## src/rtl/elevator_pkg.sv

```systemverilog
// Shared types for the elevator car controller: floor type, car state
// encoding and a small compile-time helper for sizing the phase timer.
package elevator_pkg;

  localparam int FLOOR_W = 3;

  typedef logic [FLOOR_W-1:0] floor_t;

  typedef enum logic [2:0] {
    IDLE   = 3'd0,
    UP     = 3'd1,
    DOWN   = 3'd2,
    SETTLE = 3'd3,
    DOOR   = 3'd4,
    HALT   = 3'd5
  } car_state_t;

  // Larger of two integers, used at elaboration time for timer width.
  function automatic int max2(input int a, input int b);
    return (a > b) ? a : b;
  endfunction

endpackage

```

## src/rtl/elevator_car_ctrl_timer.sv

```systemverilog
// elev_timer: loadable down-counter shared by the travel and door phases.
// Load wins over decrement; the count parks at zero and reports it on 'zero'.
module elev_timer #(
  parameter int W = 2
) (
  input  logic         clk,
  input  logic         rst_n,
  input  logic         load,
  input  logic [W-1:0] load_val,
  input  logic         en,
  output logic         zero
);

  logic [W-1:0] cnt_q;
  logic [W-1:0] cnt_d;

  // Next count: load a new phase length, or step down toward zero.
  always_comb begin
    cnt_d = cnt_q;
    if (load) begin
      cnt_d = load_val;
    end else if (en && (cnt_q != '0)) begin
      cnt_d = cnt_q - W'(1);
    end
  end

  // Count register, cleared by reset.
  always_ff @(posedge clk or negedge rst_n) begin
    if (!rst_n) begin
      cnt_q <= '0;
    end else begin
      cnt_q <= cnt_d;
    end
  end

  assign zero = (cnt_q == '0);

endmodule

```

## src/rtl/elevator_car_ctrl.sv

```systemverilog
// elevator_car_ctrl: motion/door sequencer. Consumes dest_less/dest_more from
// the floor-vs-destination compare stage, owns the car position register and
// steps the car one floor per TRAVEL_CYCLES (plus one SETTLE cycle), then holds
// the door open for DOOR_CYCLES.
// Optional feature: define ELEV_ESTOP_EN to enable the emergency-stop HALT
// state; without it the estop input is ignored.
// dbg_state exposes the FSM state register for checkers.
module elevator_car_ctrl
  import elevator_pkg::*;
#(
  parameter int NUM_FLOORS    = 8,
  parameter int TRAVEL_CYCLES = 100,
  parameter int DOOR_CYCLES   = 50
) (
  input  logic       clk,
  input  logic       rst_n,
  input  logic       dest_less,
  input  logic       dest_more,
  input  logic       estop,
  output floor_t     floor,
  output logic       moving_up,
  output logic       moving_down,
  output logic       door_open,
  output logic       arrived,
  output logic       busy,
  output car_state_t dbg_state
);

  localparam int              TW          = $clog2(max2(TRAVEL_CYCLES, DOOR_CYCLES));
  localparam logic [TW-1:0]   TRAVEL_LOAD = TW'(TRAVEL_CYCLES - 1);
  localparam logic [TW-1:0]   DOOR_LOAD   = TW'(DOOR_CYCLES - 1);
  localparam floor_t          TOP_FLOOR   = floor_t'(NUM_FLOORS - 1);

  car_state_t    state_q, state_d;
  floor_t        floor_q, floor_d;
  logic          moving_up_q, moving_up_d;
  logic          moving_down_q, moving_down_d;
  logic          door_open_q, door_open_d;
  logic          arrived_q, arrived_d;
  logic          busy_q, busy_d;

  logic          t_load;
  logic [TW-1:0] t_load_val;
  logic          t_en;
  logic          t_zero;

  // Legal move requests: exactly one flag set and the car not at that end floor.
  logic          go_up;
  logic          go_down;

  assign go_up   = dest_more && !dest_less && (floor_q < TOP_FLOOR);
  assign go_down = dest_less && !dest_more && (floor_q != '0);

`ifndef ELEV_ESTOP_EN
  // Emergency stop is not built in this configuration.
  logic estop_unused;
  assign estop_unused = estop;
`endif

  elev_timer #(
    .W (TW)
  ) u_timer (
    .clk      (clk),
    .rst_n    (rst_n),
    .load     (t_load),
    .load_val (t_load_val),
    .en       (t_en),
    .zero     (t_zero)
  );

  // Next-state, floor update and timer control.
  always_comb begin
    state_d    = state_q;
    floor_d    = floor_q;
    t_load     = 1'b0;
    t_load_val = '0;
    t_en       = 1'b0;

    case (state_q)
      IDLE: begin
        if (go_up) begin
          state_d    = UP;
          t_load     = 1'b1;
          t_load_val = TRAVEL_LOAD;
        end else if (go_down) begin
          state_d    = DOWN;
          t_load     = 1'b1;
          t_load_val = TRAVEL_LOAD;
        end
      end
      UP: begin
        if (t_zero) begin
          floor_d = floor_q + floor_t'(1);
          state_d = SETTLE;
        end else begin
          t_en = 1'b1;
        end
      end
      DOWN: begin
        if (t_zero) begin
          floor_d = floor_q - floor_t'(1);
          state_d = SETTLE;
        end else begin
          t_en = 1'b1;
        end
      end
      SETTLE: begin
        // Flags now reflect the new floor; continue, reverse, or stop.
        if (go_up) begin
          state_d    = UP;
          t_load     = 1'b1;
          t_load_val = TRAVEL_LOAD;
        end else if (go_down) begin
          state_d    = DOWN;
          t_load     = 1'b1;
          t_load_val = TRAVEL_LOAD;
        end else begin
          state_d    = DOOR;
          t_load     = 1'b1;
          t_load_val = DOOR_LOAD;
        end
      end
      DOOR: begin
        if (t_zero) begin
          state_d = IDLE;
        end else begin
          t_en = 1'b1;
        end
      end
      HALT: begin
`ifdef ELEV_ESTOP_EN
        if (!estop) begin
          state_d = IDLE;
        end
`else
        state_d = IDLE;
`endif
      end
      default: begin
        state_d = IDLE;
      end
    endcase

`ifdef ELEV_ESTOP_EN
    // Emergency stop overrides everything: freeze timer and floor.
    if (estop) begin
      state_d = HALT;
      floor_d = floor_q;
      t_load  = 1'b0;
      t_en    = 1'b0;
    end
`endif
  end

  // Output decode from the next state so registered outputs align with state_q.
  always_comb begin
    moving_up_d   = (state_d == UP);
    moving_down_d = (state_d == DOWN);
    door_open_d   = (state_d == DOOR);
    arrived_d     = (state_d == DOOR) && (state_q != DOOR);
    busy_d        = (state_d != IDLE);
  end

  // State, position and output registers.
  always_ff @(posedge clk or negedge rst_n) begin
    if (!rst_n) begin
      state_q       <= IDLE;
      floor_q       <= '0;
      moving_up_q   <= 1'b0;
      moving_down_q <= 1'b0;
      door_open_q   <= 1'b0;
      arrived_q     <= 1'b0;
      busy_q        <= 1'b0;
    end else begin
      state_q       <= state_d;
      floor_q       <= floor_d;
      moving_up_q   <= moving_up_d;
      moving_down_q <= moving_down_d;
      door_open_q   <= door_open_d;
      arrived_q     <= arrived_d;
      busy_q        <= busy_d;
    end
  end

  assign floor       = floor_q;
  assign moving_up   = moving_up_q;
  assign moving_down = moving_down_q;
  assign door_open   = door_open_q;
  assign arrived     = arrived_q;
  assign busy        = busy_q;
  assign dbg_state   = state_q;

endmodule
```

## config.mk

```make
export PLATFORM = sky130hd
export DESIGN_NAME = elevator_car_ctrl
export DESIGN_NICKNAME = d
export VERILOG_FILES = /design/src/rtl/elevator_pkg.sv /design/src/rtl/elevator_car_ctrl_timer.sv /design/src/rtl/elevator_car_ctrl.sv
export SDC_FILE = /design/constraint.sdc
export NUM_CORES = 1
export LEC_CHECK = 0
export BUFFER_PORTS_ARGS = -buffer_cell sky130_fd_sc_hd__buf_2
export CAP_MARGIN = 20
export CORE_UTILIZATION = 50
export DETAILED_ROUTE_END_ITERATION = 10
export MAX_ROUTING_LAYER = met4
export PLACE_DENSITY = 0.8
export SLEW_MARGIN = 10
export SYNTH_ARGS = -nofsm -noshare
export SYNTH_HDL_FRONTEND = slang
export SYNTH_SLANG_ARGS = --single-unit
```

## constraint.sdc

```tcl
create_clock -name clk -period 2.3 [get_ports clk]
set_clock_uncertainty 0.1 [all_clocks]
set_input_delay 0.46 -clock clk [delete_from_list [all_inputs] [get_ports clk]]
set_output_delay 0.46 -clock clk [all_outputs]
set_load 0.02 [all_outputs]
```

* Word-level counts from Yosys, hierarchy flattened *
Index checks and enable logic that the tools add are counted.
W data, S select, Z words.

word-level totals
  word-level logic and storage cells = 62
  register bits = 18
  output and inout bits = 11
  input port bits = 5

cells by class
  equality and inequality tests = 10
  reduce and logical (&&, ||, !) cells = 18
  mux-type cells = 22
  order comparisons = 1
  add/subtract/negate cells = 3

operator list
  cell                   count
  $mux W7                6
  $mux W3                8
  $pmux W7 S2            1
  $pmux W3 S4            1
  $eq A3 B2 Y1 const B   3
  $logic_not A7 Y1       1
  $reduce_bool A7 Y1     1
  $sub A7 B1 Y7 const B  1
  $eq A3 B1 Y1 const B   2
  $eq A3 B3 Y1 const B   2
  $logic_and A1 B1 Y1    6
  $pmux W3 S2            1
  $reduce_bool A3 Y1     2
  $mux W1                4
  $ne A2 B2 Y1 const B   2
  $reduce_bool A2 Y1     2
  $add A3 B1 Y3 const B  1
  $logic_not A3 Y1       1
  $lt A3 B3 Y1 const B   1
  $ne A3 B3 Y1 const B   1
  $reduce_and A3 Y1      1
  $reduce_or A3 Y1       1
  $sub A3 B1 Y3 const B  1
  $logic_not A1 Y1       2
  2 further kinds        2

* Depth between registers and ports, before layout *
Gate-level depths: netlist of the first run.

  depth after elaboration = 8
  gate-level depth with buffers = 6
  depth with buffers taken out = 6

* By module *
A second synthesis of the first run with hierarchy kept.

second synthesis, totals
  cells, all modules = 117
  area, all modules = 1102.3 um2

by module, submodules not included
  module             times used  area each (um2)  cells an instance
  elevator_car_ctrl  1           640.6            65
  elev_timer         1           461.7            52

* Least setup slack after synthesis of the first run *
No wires, ideal clock.

  path type = flip-flop to flip-flop
  start = register state_q[2], in the netlist dbg_state[2]
  end = register floor_q[2], in the netlist floor[2]
  path slack = 112 ps
  library setup time = 80 ps
  arrival time = 2008 ps
  period minus slack after synthesis = 2188 ps
  buffers on the path = 1
  stages on the path, launching flop included = 7
  path through = dfrtp_1 > bufbuf_8 > or2_2 > fa_1 > mux2_2 > nor3_1 > xor2_1

on the way
  word-level cells in the longest chain between the ends = 3
  elaborated cells on any way between the ends = 7
  classes of those cells = 4 x eq/ne; 1 x mux; 2 x reduce/logical

ends and longest elaborated chain
  what                                                                 line                      source
  start, declared                                                      elevator_car_ctrl.sv:34   car_state_t state_q, state_d;
  start signal, assigned                                               elevator_car_ctrl.sv:175  state_q <= state_d;
  $eq A3 B1 Y1 / $eq A3 B2 Y1 (equally long branches)                  elevator_car_ctrl.sv:79   case (state_q)
  $ne A2 B2 Y1 (no line) / $reduce_bool A2 Y1 (equally long branches)  n/a
  $reduce_and A3 Y1 (no line)                                          n/a
  end signal, assigned                                                 elevator_car_ctrl.sv:176  floor_q <= floor_d;
  end, declared                                                        elevator_car_ctrl.sv:35   floor_t floor_q, floor_d;

Several ways; a longest one is shown, not always the timed one.
A chain may end at the register's enable or synchronous reset.

* Worst setup path after layout of the first run *
  start = register state_q[0], in the netlist dbg_state[0]
  end = register floor_q[2], in the netlist floor[2]

Same word-level chain as after synthesis.

==> impl_metrics.py, run 1 <==
metrics = {
    "logic_synthesis": {
        "postSynth.asyncResetShare_pct": 100.0,
        "synth_area_sq_um": 1027,
        "synth.area.top_cells": "dfrtp_1 (44%), nor3_1 (4.4%), nand2b_1 (3.7%)",
        "syn_avg_cell_area_sq_um": 10.07,
        "yosys_most_used_dff": "dfrtp_1",
        "synth_area_leader_cell": "dfrtp_1",
        "synth_warnings": 0,
        "syn_nets": 110,
        "synth_edf_count": 0,
        "syn_inst": 102,
        "ys_seq_elements": 18,
        "synth.top_cell.area_share_pct": 43.85,
        "seq_area_frac_synth_pct": 43.85,
        "ys_types": 40,
    },
    "power_and_ir_drop": {
        "internal_power_uw": 871.7,
        "power_uw": 1601,
        "cellLeakagePower_uw": 0.0005263,
        "pwr-share-seq_pct": 34.3,
        "power.density_nw_per_um2": 1383,
        "peakVddDrop_uv": 834.8,
        "p_clk_share_pct": 9.1,
        "switching_power_uw": 729.1,
        "combinationalPowerShare_pct": 56.5,
        "p_sw_share_pct": 45.54,
    },
    "critical_path": {
        "cp_max_fo": 4,
        "required_ns": 2.41,
        "start_kind": "flop",
        "crit_path_max_incr_delay_ns": 0.38,
        "critPathTopFamily": "simple AND/OR/NAND/NOR gates",
        "cp_num_buf_inv": 0,
        "worstPathArrival_ns": 2.16,
        "cp_slowest_cell": "dfrtp_1",
        "crit_chain": "nand2b_1 -> or2_2 -> fa_1 -> mux2_2 -> nor3_1 -> xor2_1",
        "end_kind": "flop",
        "worst-setup-path-type": "reg2reg",
    },
    "finish": {
        "area_delta_synth_final_pct": 12.67,
        "final_common_cell": "dfrtp_1",
        "mostFrequentLayoutCells": "dfrtp_1 (18), buf_2 (14), nor2_1 (10), nor3_1 (9), nand2b_1 (6)",
        "drive_gt1_share_pct": 24.17,
        "final_core_util_pct": 59.60,
        "diodes": 0,
        "instances_no_fill": 147,
        "nFillCells": 175,
        "fin_area_sq_um": 1157,
        "final_net_count": 130,
    },
    "timing": {
        "slew_viol_final": 0,
        "worst_pin_slew_ns": 0.4117,
        "fin_tns_setup_ns": 0,
        "finalSetupViolations": 0,
        "fmax_mhz": 488.0,
        "hold_viol_final": 0,
        "fin_crit_sh_pct": 89.09,
        "rsz0062_at_grt": "false",
        "relSlewSlack_pct": 72.55,
        "period_needed_ns": 2.049,
    },
    "clock_tree": {
        "htreeDepth": 1,
        "cts_root_buf": "clkbuf_4",
        "cts_max_path_buffers": 2,
        "clk_pin_slew_ns": 0.09,
        "clk_latency_ns": 0.28,
        "clock-sinks": 18,
        "cts_buffers": 3,
        "cts_tree": "built",
    },
    "placed_design": {
        "portBuffers": 14,
        "dpl_cell_area_sq_um": 1125,
        "placedCellCount": 143,
        "gp_congestion": 0.7794,
        "dpl.hpwl_microns": 1493,
    },
    "detailed_routing": {
        "vias": 823,
        "avgRoutedWirePerCell_microns": 13.33,
        "viasPerCell": 5.599,
        "firstDrtPassIters": 4,
        "drcViolationCount": 0,
        "antenna_left": 0,
        "drt_first_iter_violations": 17,
        "drt-total-wl_microns": 1959,
    },
    "hold_path": {
        "holdCritPathClass": "reg2reg",
    },
    "die": {
        "io-pin-count": 16,
        "row_count": 16,
        "die_h_microns": 47.33,
        "die_area_sq_um": 2240,
        "floorplan.initialDensity_pct": 52.90,
        "coreArea_sq_um": 1942,
        "die_x_microns": 47.33,
    },
    "global_route": {
        "grt_remaining_overflow": 0,
        "grt_pass1_wl_microns": 2842,
        "grt_use_total_pct": 19.03,
        "first_global_vias": 683,
        "antenna_found_initial": 0,
        "grt_max_degree": 19,
    },
    "outcome": {
        "status": "finished clean",
    },
    "run": {
        "maxCapViolCount": 0,
    },
}
==> power groups by stage <==
stage                     clock (uW)  sequential (uW)  combinational (uW)
final                            146              550                 905
after global routing             162              567                1010
after CTS                        155              550                 908
after detailed placement           0              557                 901
after global placement             0              549                 866
after floorplan                    0              633                 613
==> cell usage after synthesis, types with 2 or more instances <==
| master | number |
|---|---|
| a211oi_1 | 3 |
| a21oi_1 | 2 |
| buf_2 | 2 |
| dfrtp_1 | 18 |
| ha_1 | 2 |
| inv_1 | 4 |
| nand2_1 | 4 |
| nand2b_1 | 6 |
| nand3_1 | 5 |
| nor2_1 | 10 |
| nor3_1 | 9 |
| nor4_1 | 2 |
| o21ai_1 | 2 |
| o22ai_2 | 2 |
| xnor2_1 | 3 |
| xor2_1 | 4 |
==> flip-flops by register name (all words and copies together), names as in the netlist <==
register,flops
busy,1
floor,3
arrived,1
moving_down,1
u_timer.cnt_q,7
dbg_state,3
door_open,1
moving_up,1
==> cell families after synthesis <==
logic type,share of synthesized area (%)
simple gates,26.56
compound gates,13.89
flops,43.85
xor+xnor,5.968
buf+inv,4.263
fa+ha+maj,4.385
mux,1.096
==> through the flow <==
stage                     worst slack (ns)  hold slack, ns
after floorplan                     0.1124         0.06441
after global placement              0.2841          0.3069
after detailed placement            0.2630          0.3129
after CTS                           0.2469          0.4366
after global routing                0.1478          0.4498
final                               0.2509          0.4324
==> layout make-up <==
cell class | count | area (sq um) | share of cell area [%]
inverters | 4 | 15.01 | 1.297
clock buffers | 3 | 22.52 | 1.946
multi-input cells | 77 | 533.0 | 46.05
flip-flops and latches | 18 | 450.4 | 38.92
well taps | 27 | 33.78 | 2.919
repair buffers | 18 | 102.6 | 8.865
==> repair_timing <==
| action | in CTS | in global routing |
|---|---|---|
| endpoints found under the hold margin | 17 | 0 |
| hold buffers | 1 | 0 |
| buffers inserted | 0 | 0 |
| gates resized for setup | 0 | 0 |
==> routing by layer <==
| metal | share of wire (%) | vias to the layer above | routed length [microns] | GRT usage [%] |
|---|---|---|---|---|
| li1 | - | 404 | - | - |
| met1 | 44 | 395 | 865 | 24.11 |
| met2 | 52 | 20 | 1011 | 30.96 |
| met3 | 3.2 | 4 | 63 | 2.308 |
| met4 | 0.97 | 0 | 19 | 6.857 |
| met5 | 0 | - | 0 | - |
==> final timing paths <==
path,start,end,slack [ns],depth (start not counted)
setup / recovery,dbg_state[0],floor[2],0.25,6
min in group asynchronous,rst_n,floor[2],0.53,2
max in group asynchronous,rst_n,busy,1.28,2
hold / removal,floor[2],floor[2],0.43,1
hold reg to reg,floor[2],floor[2],0.43,1
setup reg to reg,dbg_state[0],floor[2],0.25,6
Power figures use the tool's default switching activity.
==> run 2, diff against run 1 <==
--- a/config.mk
+++ b/config.mk
@@ -5,6 +5,7 @@
 export SDC_FILE = /design/constraint.sdc
 export NUM_CORES = 1
 export LEC_CHECK = 0
+export ABC_CLOCK_PERIOD_IN_PS = 2100
 export BUFFER_PORTS_ARGS = -buffer_cell sky130_fd_sc_hd__buf_2
 export CAP_MARGIN = 20
 export CORE_UTILIZATION = 50
==> constraint.sdc (replaced) <==
create_clock -name clk -period 2.1 [get_ports clk]
set_clock_uncertainty 0.1 [all_clocks]
set_input_delay 0.42 -clock clk [delete_from_list [all_inputs] [get_ports clk]]
set_output_delay 0.42 -clock clk [all_outputs]
set_load 0.02 [all_outputs]
==> run 2 against run 1 <==
Net effect: cell area grew 3.7%; combinational power grew 15%; die area is the same; wire length grew 7.9%; via count grew 2.2%; maximum frequency grew 4.5%; clock power grew 48%; power grew 16%; utilization grew 2.2 points; worst hold slack gained 0.0030 ns; final cell count grew 2.7%.
==> impl_metrics.py, run 2 (synthesis results as in run 1) <==
metrics = {
    "outcome": {
        "status": "finished clean",
    },
    "finish": {
        "largest_reg_flops": 7,
        "final_common_cell": "dfrtp_1",
        "drive_gt1_share_pct": 28.23,
        "top_register": "u_timer.cnt_q",
        "mostFrequentLayoutCells": "dfrtp_1 (17), buf_2 (14), nor2_1 (10), nor3_1 (8)",
        "final_net_count": 133,
        "diodes": 0,
        "nFillCells": 169,
        "area_delta_synth_final_pct": 16.81,
    },
    "placed_design": {
        "dpl.hpwl_microns": 1519,
        "post-place-ws_ns": 0.1693,
        "portBuffers": 14,
        "gp_congestion": 0.8726,
    },
    "clock_tree": {
        "cts_max_path_buffers": 2,
        "cts_root_buf": "clkbuf_4",
        "post-cts-setup-buffer-count": 0,
        "clock-sinks": 18,
        "clk_latency_ns": 0.30,
        "clk_pin_slew_ns": 0.10,
        "cts_buffers": 3,
        "htreeDepth": 1,
        "cts_tree": "built",
    },
    "timing": {
        "hold_viol_final": 0,
        "fin_crit_sh_pct": 93.34,
        "fmax_mhz": 510.2,
        "worst_pin_slew_ns": 0.4076,
        "fin_tns_setup_ns": 0,
        "relSlewSlack_pct": 72.83,
        "rsz0062_at_grt": "false",
        "slew_viol_final": 0,
        "finalSetupViolations": 0,
        "setup_slack_ns": 0.1399,
        "period_needed_ns": 1.960,
    },
    "power_and_ir_drop": {
        "power.density_nw_per_um2": 1545,
        "peakVddDrop_uv": 1019,
        "cellLeakagePower_uw": 0.0005450,
    },
    "die": {
        "coreArea_sq_um": 1942,
        "die_area_sq_um": 2240,
        "row_count": 16,
        "die_x_microns": 47.33,
        "die_h_microns": 47.33,
        "io-pin-count": 16,
        "floorplan.initialDensity_pct": 52.90,
    },
    "detailed_routing": {
        "viasPerCell": 5.570,
        "drcViolationCount": 0,
        "antenna_left": 0,
        "vias": 841,
        "avgRoutedWirePerCell_microns": 13.99,
        "drt_first_iter_violations": 17,
        "firstDrtPassIters": 4,
        "drt-total-wl_microns": 2113,
    },
    "critical_path": {
        "end_kind": "flop",
        "worstPathArrival_ns": 2.09,
        "crit_path_max_incr_delay_ns": 0.39,
        "start_kind": "flop",
        "worst-setup-path-type": "reg2reg",
        "required_ns": 2.23,
        "crit_chain": "nand2b_1 -> or2_2 -> fa_1 -> mux2_2 -> nor3_2 -> xor2_1",
        "cp_max_fo": 2,
        "cp_slowest_cell": "dfrtp_1",
    },
    "run": {
        "maxCapViolCount": 0,
    },
    "global_route": {
        "grt_max_degree": 19,
        "grt_remaining_overflow": 0,
        "antenna_found_initial": 0,
        "first_global_vias": 755,
        "grt_use_total_pct": 23.19,
        "grt_pass1_wl_microns": 3394,
    },
    "hold_path": {
        "holdCritPathClass": "reg2reg",
    },
}
-- run 2: changes by cell type in the layout (fill, tap and decap cells not counted), sizes merged --
cell | previous run | this run
buf | 17 | 20
clkbuf | 3 | 4
-- run 2: power breakdown --
| part | leakage, uW | internal, uW | switching [uW] |
|---|---|---|---|
| logic | 0.000304 | 427 | 616 |
| clock network | 0.0000210 | 106 | 110 |
| registers | 0.000220 | 490 | 105 |
-- run 2: per-layer routing --
metal  share of wire, %  global-route usage, %  vias to the layer above
li1                   -                      -                      409
met1                 43                  25.48                      413
met2                 53                  39.73                       15
met3                2.4                  5.769                        4
met4                1.2                  9.143                        0
met5                  0                      -                        -
-- run 2: through the flow --
| stage | hold WS, ns | total power [uW] | instance area (sq um) | util [%] | cells |
|---|---|---|---|---|---|
| after floorplan | 0.02441 | 1364 | 1030 | - | 102 |
| after detailed placement | 0.2765 | 1639 | 1154 | 59.41 | 146 |
| final | 0.4354 | 1854 | 1200 | 61.79 | 151 |
| after CTS | 0.4470 | 1857 | 1200 | 61.79 | 151 |
| after global placement | 0.2652 | 1590 | 1154 | 59.41 | 146 |
| after global routing | 0.4636 | 2021 | 1200 | 61.79 | 151 |
-- run 2: critical path: cells and delay by family, from the launching register on --
kind                     cells  cell delay, ns
XOR/XNOR                     1            0.16
adder cells (fa/ha/maj)      1            0.38
flip-flops                   1            0.39
multiplexers                 1            0.29
AND/OR/NAND/NOR              3            0.57
-- run 2: timing repair --
action	CTS	global route
endpoints found under the hold margin	18	0
gates resized for setup	0	0
hold buffers	1	0
-- run 2: final timing paths --
path,cells past startpoint,start,slack [ns],endpoint
setup / recovery,6,dbg_state[0],0.14,floor[2]
hold / removal,1,u_timer.cnt_q[1],0.44,u_timer.cnt_q[1]
setup reg to reg,6,dbg_state[0],0.14,floor[2]
hold reg to reg,1,u_timer.cnt_q[1],0.44,u_timer.cnt_q[1]
max in group asynchronous,2,rst_n,1.10,dbg_state[2]
min in group asynchronous,2,rst_n,0.49,door_open
-- run 2: cell type report --
type,instances,area (sq um),share of cell area [%]
Clock buffer,4,36.28,3.024
Inverter,4,15.01,1.251
Multi-Input combinational cell,77,538.0,44.84
Sequential cell,18,451.7,37.64
Tap cell,27,33.78,2.815
Timing Repair Buffer,21,125.1,10.43
==> run 3, diff against run 2 <==
--- a/config.mk
+++ b/config.mk
@@ -9,6 +9,7 @@
 export BUFFER_PORTS_ARGS = -buffer_cell sky130_fd_sc_hd__buf_2
 export CAP_MARGIN = 20
 export CORE_UTILIZATION = 50
+export CTS_BUF_LIST = sky130_fd_sc_hd__clkbuf_4
 export DETAILED_ROUTE_END_ITERATION = 10
 export MAX_ROUTING_LAYER = met4
 export PLACE_DENSITY = 0.8
==> run 3 against run 2 <==
Net effect: maximum frequency grew 0.32%; critical path depth unchanged; register-to-register slack barely moved; flip-flop and latch count unchanged; wire length is 1.9% lower; non-clock buffer count unchanged; power fell by 2.2%; sequential power about the same; clock power shrank 18%; count of clock-buffer cells in the layout is 1 lower; worst hold slack is essentially flat; utilization down 0.52 points; critical endpoint unchanged.
==> impl_metrics.py, run 3 (synthesis results as in run 1) <==
metrics = {
    "outcome": {
        "status": "finished clean",
    },
    "timing": {
        "hold_viol_final": 0,
        "fin_crit_sh_pct": 93.04,
        "relSlewSlack_pct": 73.09,
        "worst_pin_slew_ns": 0.4036,
        "period_needed_ns": 1.954,
        "fin_hold_ws_ns": 0.4352,
        "setup_slack_ns": 0.1462,
        "slew_viol_final": 0,
        "finalSetupViolations": 0,
        "fmax_mhz": 511.8,
        "rsz0062_at_grt": "false",
        "fin_tns_setup_ns": 0,
    },
    "finish": {
        "final_net_count": 133,
        "top_register": "u_timer.cnt_q",
        "final_common_cell": "dfrtp_1",
        "fin_area_sq_um": 1190,
        "instances_no_fill": 151,
        "diodes": 0,
        "drive_gt1_share_pct": 27.42,
        "nFillCells": 174,
        "area_delta_synth_final_pct": 15.83,
        "mostFrequentLayoutCells": "dfrtp_1 (17), buf_2 (14), nor2_1 (10), nor3_1 (8)",
        "largest_reg_flops": 7,
    },
    "global_route": {
        "first_global_vias": 750,
        "antenna_found_initial": 0,
        "grt_pass1_wl_microns": 3318,
        "grt_use_total_pct": 21.96,
        "grt_max_degree": 19,
        "grt_remaining_overflow": 0,
    },
    "power_and_ir_drop": {
        "p_sw_share_pct": 45.54,
        "peakVddDrop_uv": 1016,
        "combinationalPowerShare_pct": 57.4,
        "power.density_nw_per_um2": 1524,
        "switching_power_uw": 825.8,
        "internal_power_uw": 987.4,
        "pwr-share-seq_pct": 32.8,
        "cellLeakagePower_uw": 0.0005394,
        "p_clk_share_pct": 9.8,
    },
    "clock_tree": {
        "htreeDepth": 1,
        "clk_pin_slew_ns": 0.10,
        "cts_root_buf": "clkbuf_4",
        "cts_tree": "built",
        "cts_max_path_buffers": 2,
        "clock-sinks": 18,
        "cts_buffers": 3,
        "post-cts-setup-buffer-count": 0,
        "clk_latency_ns": 0.30,
    },
    "critical_path": {
        "regToRegEndpoint": "floor[2]",
        "r2r_slack_ns": 0.15,
        "worstPathArrival_ns": 2.08,
        "worst-setup-path-type": "reg2reg",
        "worstReg2RegStart": "dbg_state[0]",
        "cp_num_buf_inv": 0,
        "cp_max_fo": 2,
        "crit_path_max_incr_delay_ns": 0.39,
        "cp_slowest_cell": "dfrtp_1",
        "start_kind": "flop",
        "required_ns": 2.23,
        "end_kind": "flop",
        "critPathTopFamily": "simple AND/OR/NAND/NOR gates",
        "crit_cells": 6,
        "crit_chain": "nand2b_1 -> or2_2 -> fa_1 -> mux2_2 -> nor3_2 -> xor2_1",
        "r2r_cells": 6,
    },
    "die": {
        "die_x_microns": 47.33,
        "io-pin-count": 16,
        "die_h_microns": 47.33,
        "row_count": 16,
        "die_area_sq_um": 2240,
        "coreArea_sq_um": 1942,
        "floorplan.initialDensity_pct": 52.90,
    },
    "placed_design": {
        "dpl_cell_area_sq_um": 1154,
        "placedCellCount": 146,
        "post-place-ws_ns": 0.1693,
        "gp_congestion": 0.8726,
        "portBuffers": 14,
        "dpl.hpwl_microns": 1519,
    },
    "detailed_routing": {
        "dr_wl_met3_microns": 51,
        "met1_length_microns": 895,
        "drt_first_iter_violations": 12,
        "drcViolationCount": 0,
        "antenna_left": 0,
        "avgRoutedWirePerCell_microns": 13.73,
        "top_layer_used": "met4",
        "drt-total-wl_microns": 2073,
        "firstDrtPassIters": 4,
        "vias": 829,
        "viasPerCell": 5.490,
        "route.met2.wl_microns": 1106,
    },
    "hold_path": {
        "hold_path_end": "u_timer.cnt_q[1]",
        "holdCritPathClass": "reg2reg",
        "min_path_cells": 1,
        "min-delay-start": "u_timer.cnt_q[1]",
    },
    "run": {
        "maxCapViolCount": 0,
    },
}
[run 3: changes by cell type in the layout (fill, tap and decap cells not counted), sizes merged]
cell,delta
clkinv,+1
clkbuf,-1
[run 3: worst register-to-register path, cell delays in order, from the launching register on]
cell	delay, ns
dfrtp_1	0.39
nand2b_1	0.16
or2_2	0.29
fa_1	0.38
mux2_2	0.29
nor3_2	0.12
xor2_1	0.16
[run 3: timing repair]
| action | 4_1_cts | 5_1_grt |
|---|---|---|
| hold buffers | 1 | 0 |
| resized for setup | 0 | 0 |
| endpoints found under the hold margin | 18 | 0 |
[run 3: per-stage QoR]
stage | util (%) | total power [uW]
6_report | 61.28 | 1813
5_1_grt | 61.28 | 1981
4_1_cts | 61.28 | 1821
3_5_place_dp | 59.41 | 1639
3_3_place_gp | 59.41 | 1590
2_1_floorplan | - | 1364
[run 3: cell type report]
type	instances	area, sq um	area share [%]
clock buffers	3	22.52	1.893
repair buffers	21	125.1	10.52
multi-input cells	77	538.0	45.22
flip-flops and latches	18	451.7	37.96
inverters	4	15.01	1.262
well taps	27	33.78	2.839
clock inverters	1	3.754	0.3155
[run 3: worst max-delay path by stage]
stage	from	endpoint	slack, ns
after floorplan	dbg_state[0]	floor[2]	0.03
after global placement	dbg_state[0]	floor[2]	0.19
after detailed placement	dbg_state[0]	floor[2]	0.17
after CTS	dbg_state[0]	floor[2]	0.13
after global routing	dbg_state[0]	floor[2]	0.09
final	dbg_state[0]	floor[2]	0.15
[run 3: power by group through the flow]
stage	registers [uW]	logic, uW	clock network [uW]
finish	594	1040	178
detailed placement	602	1040	0
global placement	594	996	0
global route	614	1160	203
CTS	594	1040	183
floorplan	697	667	0
[run 3: per-layer routing]
metal  GRT usage [%]  vias up
li1                -      411
met1           25.48      401
met2           39.45       15
met3           2.308        2
met4           6.286        0
met5               -        -
